$ cat src/rtl/iq_uart_pkg.sv
// Shared definitions for the I/Q UART transmitter and receiver pair:
// FSM state encoding, 8N1 frame constants and the I/Q sample pair type.
package iq_uart_pkg;

   typedef enum logic [2:0] {
      ST_IDLE  = 3'd0,
      ST_START = 3'd1,
      ST_DATA  = 3'd2,
      ST_STOP  = 3'd3,
      ST_GAP   = 3'd4
   } uart_state_e;

   // I is always sent first in a pair, Q second.
   typedef enum logic {
      PH_I = 1'b0,
      PH_Q = 1'b1
   } iq_phase_e;

   localparam int DATA_BITS  = 8;
   localparam int STOP_BITS  = 1;
   localparam int FRAME_BITS = 1 + DATA_BITS + STOP_BITS;
   localparam int BIT_IDX_W  = $clog2(DATA_BITS);

   typedef logic [DATA_BITS-1:0] sample_t;

   typedef struct packed {
      sample_t i;
      sample_t q;
   } iq_pair_t;

   // Counter width that stays at least one bit for tiny terminal counts.
   function automatic int cnt_width(input int n);
      return (n > 1) ? $clog2(n) : 1;
   endfunction

endpackage

$ cat src/rtl/iq_uart_tx_if.sv
// Sample handshake between the I/Q sample source and the UART transmitter:
// a single-cycle valid strobe qualifying one I/Q pair.
interface iq_uart_tx_if;
   import iq_uart_pkg::*;

   logic    i_Sample_Valid;
   sample_t i_I_Data;
   sample_t i_Q_Data;

   modport master (
      output i_Sample_Valid,
      output i_I_Data,
      output i_Q_Data
   );

   modport slave (
      input i_Sample_Valid,
      input i_I_Data,
      input i_Q_Data
   );

endinterface

$ cat src/rtl/edge_toggle_sync.sv
// Brings an asynchronous button into the clock domain, detects its rising
// edge and flips a toggle latch on every edge.
module edge_toggle_sync (
   input  logic clk,
   input  logic rst_n,
   input  logic async_in,
   output logic rise,
   output logic state
);

   logic meta;
   logic sync;
   logic sync_d;

   // NOTE: every register here uses non-blocking assignment so that all
   // stages sample their inputs from before the edge; blocking would
   // collapse the synchroniser chain into a single flop.
   always_ff @(posedge clk or negedge rst_n) begin
      if (!rst_n) begin
         meta   <= 1'b0;
         sync   <= 1'b0;
         sync_d <= 1'b0;
         state  <= 1'b0;
      end else begin
         meta   <= async_in;
         sync   <= meta;
         sync_d <= sync;
         state  <= state ^ rise;
      end
   end

   assign rise = sync & ~sync_d;

endmodule

$ cat src/rtl/iq_uart_tx.sv
// I/Q UART transmitter: captures an I/Q pair into a one-deep holding buffer
// and sends it as two back-to-back 8N1 frames, I then Q, LSB first.
module iq_uart_tx
   import iq_uart_pkg::*;
#(
   parameter int CLKS_PER_BIT = 10,
   parameter int GAP_CLKS     = 1
) (
   input  logic         i_Clock,
   input  logic         i_Rst_n,
   input  logic         i_Enable,
   iq_uart_tx_if.slave  smp,
   output logic         o_Tx_Serial,
   output logic         o_Busy,
   output logic         o_Overrun,
   output logic         o_Tx_Enable,
   output logic         o_I_LED,
   output logic         o_Q_LED
);

   localparam int CLK_W = cnt_width(CLKS_PER_BIT);
   localparam int GAP_W = cnt_width(GAP_CLKS);

   localparam logic [CLK_W-1:0]     BIT_LAST  = CLK_W'(CLKS_PER_BIT - 1);
   localparam logic [GAP_W-1:0]     GAP_LAST  = GAP_W'(GAP_CLKS - 1);
   localparam logic [BIT_IDX_W-1:0] DATA_LAST = BIT_IDX_W'(DATA_BITS - 1);
   localparam logic [BIT_IDX_W-1:0] STOP_LAST = BIT_IDX_W'(STOP_BITS - 1);

   // ---------------------------------------------------------------
   // Enable gating
   // ---------------------------------------------------------------
   logic en_rise;
   logic tx_enable;

   edge_toggle_sync u_enable (
      .clk      (i_Clock),
      .rst_n    (i_Rst_n),
      .async_in (i_Enable),
      .rise     (en_rise),
      .state    (tx_enable)
   );

   assign o_Tx_Enable = tx_enable;

   // ---------------------------------------------------------------
   // Holding buffer
   // ---------------------------------------------------------------
   uart_state_e state;
   iq_pair_t    hold;
   logic        pending;
   logic        take;
   logic        capture_req;

   assign take        = (state == ST_IDLE) && pending;
   assign capture_req = smp.i_Sample_Valid && tx_enable && !en_rise;

   // NOTE: the buffer is a plain register, not a memory, so it is reset
   // along with everything else; a dropped sample must never reappear.
   always_ff @(posedge i_Clock or negedge i_Rst_n) begin
      if (!i_Rst_n) begin
         hold      <= '0;
         pending   <= 1'b0;
         o_Overrun <= 1'b0;
      end else if (en_rise) begin
         // Toggle cycles never capture; a toggle to 0 flushes the buffer.
         o_Overrun <= 1'b0;
         if (tx_enable || take)
            pending <= 1'b0;
      end else if (capture_req) begin
         if (!pending || take) begin
            hold    <= '{i: smp.i_I_Data, q: smp.i_Q_Data};
            pending <= 1'b1;
         end else begin
            o_Overrun <= 1'b1;
         end
      end else if (take) begin
         pending <= 1'b0;
      end
   end

   // ---------------------------------------------------------------
   // Frame sequencer
   // ---------------------------------------------------------------
   iq_pair_t             work;
   iq_phase_e            phase;
   logic [CLK_W-1:0]     clk_cnt;
   logic [GAP_W-1:0]     gap_cnt;
   logic [BIT_IDX_W-1:0] bit_idx;
   sample_t              cur_byte;
   logic                 line;
   logic                 bit_end;

   assign cur_byte = (phase == PH_Q) ? work.q : work.i;
   assign bit_end  = (clk_cnt == BIT_LAST);

   // NOTE: default assignment first so no path through the case leaves
   // line unassigned, which would otherwise infer a latch.
   always_comb begin
      line = 1'b1;
      case (state)
         ST_START: line = 1'b0;
         ST_DATA:  line = cur_byte[bit_idx];
         default:  line = 1'b1;
      endcase
   end

   always_ff @(posedge i_Clock or negedge i_Rst_n) begin
      if (!i_Rst_n) begin
         state       <= ST_IDLE;
         work        <= '0;
         phase       <= PH_I;
         clk_cnt     <= '0;
         gap_cnt     <= '0;
         bit_idx     <= '0;
         o_Tx_Serial <= 1'b1;
         o_Busy      <= 1'b0;
         o_I_LED     <= 1'b0;
         o_Q_LED     <= 1'b0;
      end else begin
         // The line register follows the state one cycle later.
         o_Tx_Serial <= line;
         case (state)
            ST_IDLE: begin
               if (pending) begin
                  work    <= hold;
                  phase   <= PH_I;
                  clk_cnt <= '0;
                  state   <= ST_START;
                  o_Busy  <= 1'b1;
               end
            end
            ST_START: begin
               if (bit_end) begin
                  clk_cnt <= '0;
                  bit_idx <= '0;
                  state   <= ST_DATA;
               end else begin
                  clk_cnt <= clk_cnt + 1'b1;
               end
            end
            ST_DATA: begin
               if (bit_end) begin
                  clk_cnt <= '0;
                  if (bit_idx == DATA_LAST) begin
                     bit_idx <= '0;
                     state   <= ST_STOP;
                  end else begin
                     bit_idx <= bit_idx + 1'b1;
                  end
               end else begin
                  clk_cnt <= clk_cnt + 1'b1;
               end
            end
            ST_STOP: begin
               if (bit_end) begin
                  clk_cnt <= '0;
                  if (bit_idx == STOP_LAST) begin
                     bit_idx <= '0;
                     gap_cnt <= '0;
                     state   <= ST_GAP;
                     if (phase == PH_I)
                        o_I_LED <= ~o_I_LED;
                     else
                        o_Q_LED <= ~o_Q_LED;
                  end else begin
                     bit_idx <= bit_idx + 1'b1;
                  end
               end else begin
                  clk_cnt <= clk_cnt + 1'b1;
               end
            end
            ST_GAP: begin
               if (gap_cnt == GAP_LAST) begin
                  gap_cnt <= '0;
                  if (phase == PH_I) begin
                     phase   <= PH_Q;
                     clk_cnt <= '0;
                     state   <= ST_START;
                  end else begin
                     state  <= ST_IDLE;
                     o_Busy <= 1'b0;
                  end
               end else begin
                  gap_cnt <= gap_cnt + 1'b1;
               end
            end
            default: begin
               state  <= ST_IDLE;
               o_Busy <= 1'b0;
            end
         endcase
      end
   end

endmodule

$ cat src/flat_wrapper.sv
// flat-port wrapper written by rule: the top's interface ports become plain ports
module iq_uart_tx_flat import iq_uart_pkg::*;
#(
   parameter int CLKS_PER_BIT = 10,
   parameter int GAP_CLKS     = 1
)
  (i_Clock, i_Rst_n, i_Enable, o_Tx_Serial, o_Busy, o_Overrun, o_Tx_Enable, o_I_LED, o_Q_LED, smp_i_Sample_Valid, smp_i_I_Data, smp_i_Q_Data);
  iq_uart_tx_if smp_i ();
  input  logic i_Clock;
  input  logic i_Rst_n;
  input  logic i_Enable;
  output logic o_Tx_Serial;
  output logic o_Busy;
  output logic o_Overrun;
  output logic o_Tx_Enable;
  output logic o_I_LED;
  output logic o_Q_LED;
  input wire logic [$bits(smp_i.i_Sample_Valid)-1:0] smp_i_Sample_Valid;
  input wire logic [$bits(smp_i.i_I_Data)-1:0] smp_i_I_Data;
  input wire logic [$bits(smp_i.i_Q_Data)-1:0] smp_i_Q_Data;
  assign smp_i.i_Sample_Valid = smp_i_Sample_Valid;
  assign smp_i.i_I_Data = smp_i_I_Data;
  assign smp_i.i_Q_Data = smp_i_Q_Data;
  iq_uart_tx #(.CLKS_PER_BIT(CLKS_PER_BIT), .GAP_CLKS(GAP_CLKS)) u_core (.i_Clock(i_Clock), .i_Rst_n(i_Rst_n), .i_Enable(i_Enable), .smp(smp_i), .o_Tx_Serial(o_Tx_Serial), .o_Busy(o_Busy), .o_Overrun(o_Overrun), .o_Tx_Enable(o_Tx_Enable), .o_I_LED(o_I_LED), .o_Q_LED(o_Q_LED));
endmodule
$ cat config.mk
export PLATFORM = sky130hd
export DESIGN_NAME = iq_uart_tx_flat
export DESIGN_NICKNAME = d
export VERILOG_FILES = /design/src/rtl/iq_uart_pkg.sv /design/src/rtl/iq_uart_tx_if.sv /design/src/rtl/edge_toggle_sync.sv /design/src/rtl/iq_uart_tx.sv /design/src/flat_wrapper.sv
export SDC_FILE = /design/constraint.sdc
export NUM_CORES = 1
export LEC_CHECK = 0
export ABC_AREA = 1
export CAP_MARGIN = 10
export CELL_PAD_IN_SITES_DETAIL_PLACEMENT = 0
export CELL_PAD_IN_SITES_GLOBAL_PLACEMENT = 1
export CORE_UTILIZATION = 43
export DETAILED_ROUTE_END_ITERATION = 12
export DONT_BUFFER_PORTS = 1
export GPL_ROUTABILITY_DRIVEN = 0
export GPL_TIMING_DRIVEN = 0
export PLACE_DENSITY_LB_ADDON = 0.08
export RECOVER_POWER = 50
export SKIP_LAST_GASP = 1
export SLEW_MARGIN = 30
export SYNTH_ARGS = -nofsm -noshare
export SYNTH_HDL_FRONTEND = slang
export SYNTH_SLANG_ARGS = --single-unit
$ cat constraint.sdc
create_clock -name i_Clock -period 1.3 [get_ports i_Clock]
set_clock_uncertainty 0.15 [all_clocks]
set_input_delay 0.195 -clock i_Clock [delete_from_list [all_inputs] [get_ports i_Clock]]
set_output_delay 0.195 -clock i_Clock [all_outputs]
set_load 0.02 [all_outputs]
# == Word-level counts from Yosys, hierarchy flattened ==
# Cells that the tools add are included.
# op_classes
add_sub_neg,3
magnitude_cmp,1
eq_ne,18
muxes,43
n_bitwise,8
reduce_logical,28
# op_table
operator,count
two-way mux 3 bit,12
AND reduction 4 bit,5
two-way mux 1 bit,18
two-way mux 4 bit,4
"!= test 2 x 1 -> 1 bit, second input constant",8
one-hot mux 3 bit (5 select lines),1
one-hot mux 4 bit (3 select lines),1
AND reduction 3 bit,4
one-hot mux 3 bit (3 select lines),1
nonzero test 3 bit,3
two-way mux 8 bit,1
AND reduction 7 bit,1
"== test 3 x 2 -> 1 bit, second input constant",2
"== test 3 bit, second input constant",2
logical NOT 3 bit,2
"!= test 2 bit, second input constant",3
NOT 1 bit,6
one-hot mux 1 bit (2 select lines),3
nonzero test 2 bit,3
"adder 4 x 1 -> 4 bit, second input constant",1
"== test 4 bit, second input constant",1
"< comparator 3 x 4 -> 1 bit, second input constant",1
AND reduction 2 bit,2
"adder 3 x 1 -> 3 bit, second input constant",1
11 further kinds,15
# word_totals
ff_bits,54
in_bits,20
out_inout_bits,6
elab_cells,120

# == Longest topological paths before layout ==
# logic_depth
depth_word,6
mapped_depth,9
mapped_depth_nobuf,9

# == Modules after synthesis ==
# From an unflattened synthesis, not the netlist that was laid out.
# hier_totals
cells_unflattened,247
area_unflattened_um2,2434.8
# by_module_without_submodules
mod,instances,cells_each,area_each_um2,seq_area_each_um2
iq_uart_tx,1,236,2304.7,1227.4
edge_toggle_sync,1,11,130.1,100.1

# == Least setup slack after synthesis ==
# OpenSTA, ideal clock, no wires.
# synth_path
path_kind,flip-flop to flip-flop
start,reg u_core.bit_idx[0]
end,reg u_core.o_I_LED
setup_time_ps,128
t_arrival_ps,1185
t_required_ps,1022
path_slack_ps,-163
stages_incl_launch_ff,7
n_path_buf,0
period_less_slack_ps,1463
path_cell_list,dfrtp_1 inv_1 ha_1 nand2_1 nor3b_2 nand2_1 xnor2_1
# synth_via
elab_chain_len,2
# synth_lines
item,line_no,source
"start, declared",iq_uart_tx.sv:88,logic [BIT_IDX_W-1:0] bit_idx;
"start signal, assigned",iq_uart_tx.sv:148,bit_idx <= bit_idx + 1'b1;
"start signal, assigned",iq_uart_tx.sv:166,bit_idx <= bit_idx + 1'b1;
logical NOT 3 bit,iq_uart_tx.sv:157,if (bit_idx == STOP_LAST) begin
AND reduction 4 bit (no source line),n/a,
"end signal, assigned",iq_uart_tx.sv:162,o_I_LED <= ~o_I_LED;
"end, declared",iq_uart_tx.sv:17,"output logic o_I_LED,"
# No other way between the ends.
# A chain may end at the register's enable or synchronous reset.

# == Worst setup path after layout ==
# layout_path
start,reg u_core.state[0]
end,reg u_core.hold[14] in the netlist's numbering
# layout_via
elab_chain_len,4
# layout_lines
item,line_no,source
"start, declared",iq_uart_tx.sv:48,uart_state_e state;
"start signal, assigned",iq_uart_tx.sv:109,state <= ST_IDLE;
"start signal, assigned",iq_uart_tx.sv:128,state <= ST_START;
"start signal, assigned",iq_uart_tx.sv:136,state <= ST_DATA;
logical NOT 3 bit,iq_uart_tx.sv:54,assign take = (state == ST_IDLE) && pending;
logical AND 1 bit,iq_uart_tx.sv:54,
logical OR 1 bit,iq_uart_tx.sv:70,if (!pending || take) begin
AND reduction 3 bit (no source line),n/a,
"end signal, assigned",iq_uart_tx.sv:71,"hold <= '{i: smp.i_I_Data, q: smp.i_Q_Data};"
"end, declared",iq_uart_tx.sv:49,iq_pair_t hold;
# No other way between the ends.

==> results.toml <==
[timing]
max_freq_mhz = 663
grt_setup_unrepaired = "yes"
fin_crit_ns = 1.51
holdWs_ns = -0.577
hold_viol_final = 54
period_share_pct = 116
worst_pin_slew_ns = 0.239
setup_slack_ns = -0.208
setup-violations-final = 47
max_slew_margin_pct = 84.0
slew_viol_final = 0
fin_tns_setup_ns = -7.29

[floorplan]
io_pins = 26
die_y_um = 77.5
die_x_um = 77.5
dieArea_um2 = 6000
rows = 27
start_util_pct = 44.5
core-area_um2 = 5510

[clock_network]
cts-hold-fix-buffers = 17
cts_buffers = 5
htree_levels = 2
cts.path.max_buffers = 2
root_buffer = "clkbuf_8"
clock_latency_ns = 0.30
tritoncts = "done"
clkTransAtPathRegs_ns = 0.09
clock-sinks = 53

[power_and_ir_drop]
p_comb_share_pct = 17.0
power_w = 0.00375
p_clk_share_pct = 29.1
cellInternalPower_w = 0.00276
p_per_area_nw_per_um2 = 1140
leakage_nw = 1.61
swShare_pct = 26.5
vdd_ir_drop_max_mv = 0.853
p_sw_w = 0.000994
p_seq_share_pct = 53.9

[worst_setup_path]
path_common_cell = "nor2_4"
worstReg2RegStart = "u_core.state[0]"
critPathKind = "flop to flop"
path_delay_family = "simple AND/OR/NAND/NOR gates"
critPathRequiredTime_ns = 1.35
endpoint_kind = "flop"
worstPathCellList = "nor2_4 -> inv_2 -> nor2_4 -> nor2_4 -> inv_4 -> nand2_4 -> buf_12 -> nor2_2 -> a21oi_2"
slowest_stage = "dfrtp_2"
critPathMaxStageDelay_ns = 0.44
critPathMaxFanout = 10
path_buf_inv = 3
start_kind = "flop"
worstPathArrival_ns = 1.56
crit_start = "u_core.state[0]"

[drt]
drc = 0
ant_nets = 0
wl_per_cell_um = 13.2
drtIter0Drc = 88
via_per_inst = 4.70
drt-total-wl_mm = 5.09
dr.pass1.iters = 4
dr_total_vias = 1814

[cells_and_area]
postLayoutCoreUtil_pct = 59.7
final_common_cell = "nand2_1"
multi_input_area_um2 = 1140
final_cell_mix = "nand2_1, dfrtp_1, inv_1, nor2_2, dlygate4sd3_1"
seqCellArea_um2 = 1340
area_growth_pct = 34.2
diodes = 0
nNetsFinal = 339
fill_cells = 487
drive_gt1_share_pct = 36.6

[synth]
synth_area_per_cell_um2 = 8.97
synth-edff-count = 0
netlist_area_um2 = 2450
syn-num-nets = 298
ys_dominant_reg_cell = "dfrtp_1"
yosys_warnings = 0
async_flop_share_pct = 100
ys_seq_area_share_pct = 54.2
synth_cell_type_count = 29
yosys_register_bits = 53
netlist_instances = 273

[grt]
grtUsageMet3_pct = 4.00
top_usage_layer = "met2"
first_global_vias = 1895
grt.overflow.total = 0
met1_usage_pct = 25.9
grt_max_degree = 54
antenna_found_initial = 0
track_usage_pct = 18.8
grt_use_met2_pct = 29.9
grt_first_pass_wirelength_mm = 8.86

[placement]
dpl_worst_slack_ns = -0.279
dpl.hpwl_mm = 3.15
place.port_buffers = 0

[outcome]
violations = "hold timing, setup timing"
outcome = "finished with violations"

[job]
max-cap-violations = 0

[worst_hold_path]
hold_path_class = "input pin to async pin"
-- repair_timing --
| item | CTS | global route |
|---|---|---|
| hold endpoints to repair | 71 | 54 |
| cloned | 0 | 2 |
| pin swaps | 13 | 5 |
| gates resized for setup | 40 | 43 |
| buffers inserted | 14 | 1 |
| endpoints found under the setup margin | 48 | 49 |
-- power by group through the flow --
stage,registers (W),logic [W],clock network (W)
after floorplan,0.00204,0.000451,0
after global placement,0.00205,0.000519,0
after detailed placement,0.00205,0.000531,0
after CTS,0.00202,0.000614,0.00112
after global routing,0.00206,0.000725,0.00118
final,0.00202,0.000637,0.00109
-- synthesized netlist by cell type, types with 3 or more instances --
master	instances	area share (%)
buf_6	3	1.4
ha_1	5	2.6
inv_1	42	6.4
nor2_2	4	1.0
o22ai_1	3	0.77
a21oi_1	4	0.82
a21oi_2	14	5.0
buf_2	4	0.82
xnor2_1	3	1.1
o21ai_0	20	4.1
nor2_1	23	3.5
dfrtp_1	52	53
nor2_4	3	1.4
nand3_1	16	3.3
nand2_1	63	9.7
-- routing by layer --
layer | up-vias | wire length [um]
li1 | 932 | -
met1 | 848 | 2560
met2 | 27 | 2330
met3 | 7 | 138
met4 | 0 | 65
met5 | - | 0
-- per-stage QoR --
stage	area (um2)	std cells	hold WS [ns]
2_1_floorplan	2510	273	-0.251
3_3_place_gp	2600	345	-0.249
3_5_place_dp	2600	345	-0.249
4_1_cts	3100	383	-0.583
5_1_grt	3290	386	-0.596
6_report	3290	386	-0.577
-- sequential cells by signal, indices dropped and copies added, names as in the netlist --
| name | cells |
|---|---|
| u_core.u_enable.sync_d | 1 |
| u_core.bit_idx | 3 |
| u_core.o_Q_LED | 1 |
| u_core.o_I_LED | 1 |
| u_core.phase | 1 |
| u_core.o_Overrun | 1 |
| u_core.u_enable.meta | 1 |
| u_core.clk_cnt | 4 |
| u_core.state | 3 |
| u_core.hold | 16 |
| u_core.o_Busy | 1 |
| u_core.o_Tx_Serial | 1 |
| u_core.u_enable.sync | 1 |
| u_core.work | 16 |
| u_core.pending | 1 |
| u_core.u_enable.state | 1 |
-- kinds of logic after synthesis --
logic type / after synthesis / synth area share, %
xor+xnor: 4 / 1.43
fa+ha+maj: 5 / 2.55
buf+inv: 52 / 9.19
flops: 53 / 54.2
compound gates: 47 / 12.6
simple gates: 112 / 20.1
-- layout make-up --
class | count | area share [%]
flip-flops and latches | 53 | 40.6
inverters | 45 | 5.41
repair buffers | 34 | 10.4
multi-input cells | 168 | 34.7
clock buffers | 5 | 2.09
plain buffers | 7 | 3.05
clock inverters | 2 | 1.07
well taps | 72 | 2.74
-- final timing paths --
kind | end | slack (ns) | depth (start not counted)
max | u_core.hold[14] | -0.21 | 9
min reg2reg | u_core.u_enable.sync | 0.21 | 0
max reg2reg | u_core.hold[14] | -0.21 | 9
max in group asynchronous | u_core.o_Tx_Serial | 1.40 | 0
min in group i_Clock | u_core.pending | -0.03 | 2
min | u_core.hold[1] | -0.58 | 0
No activity file was read; power rests on OpenSTA's default activity.
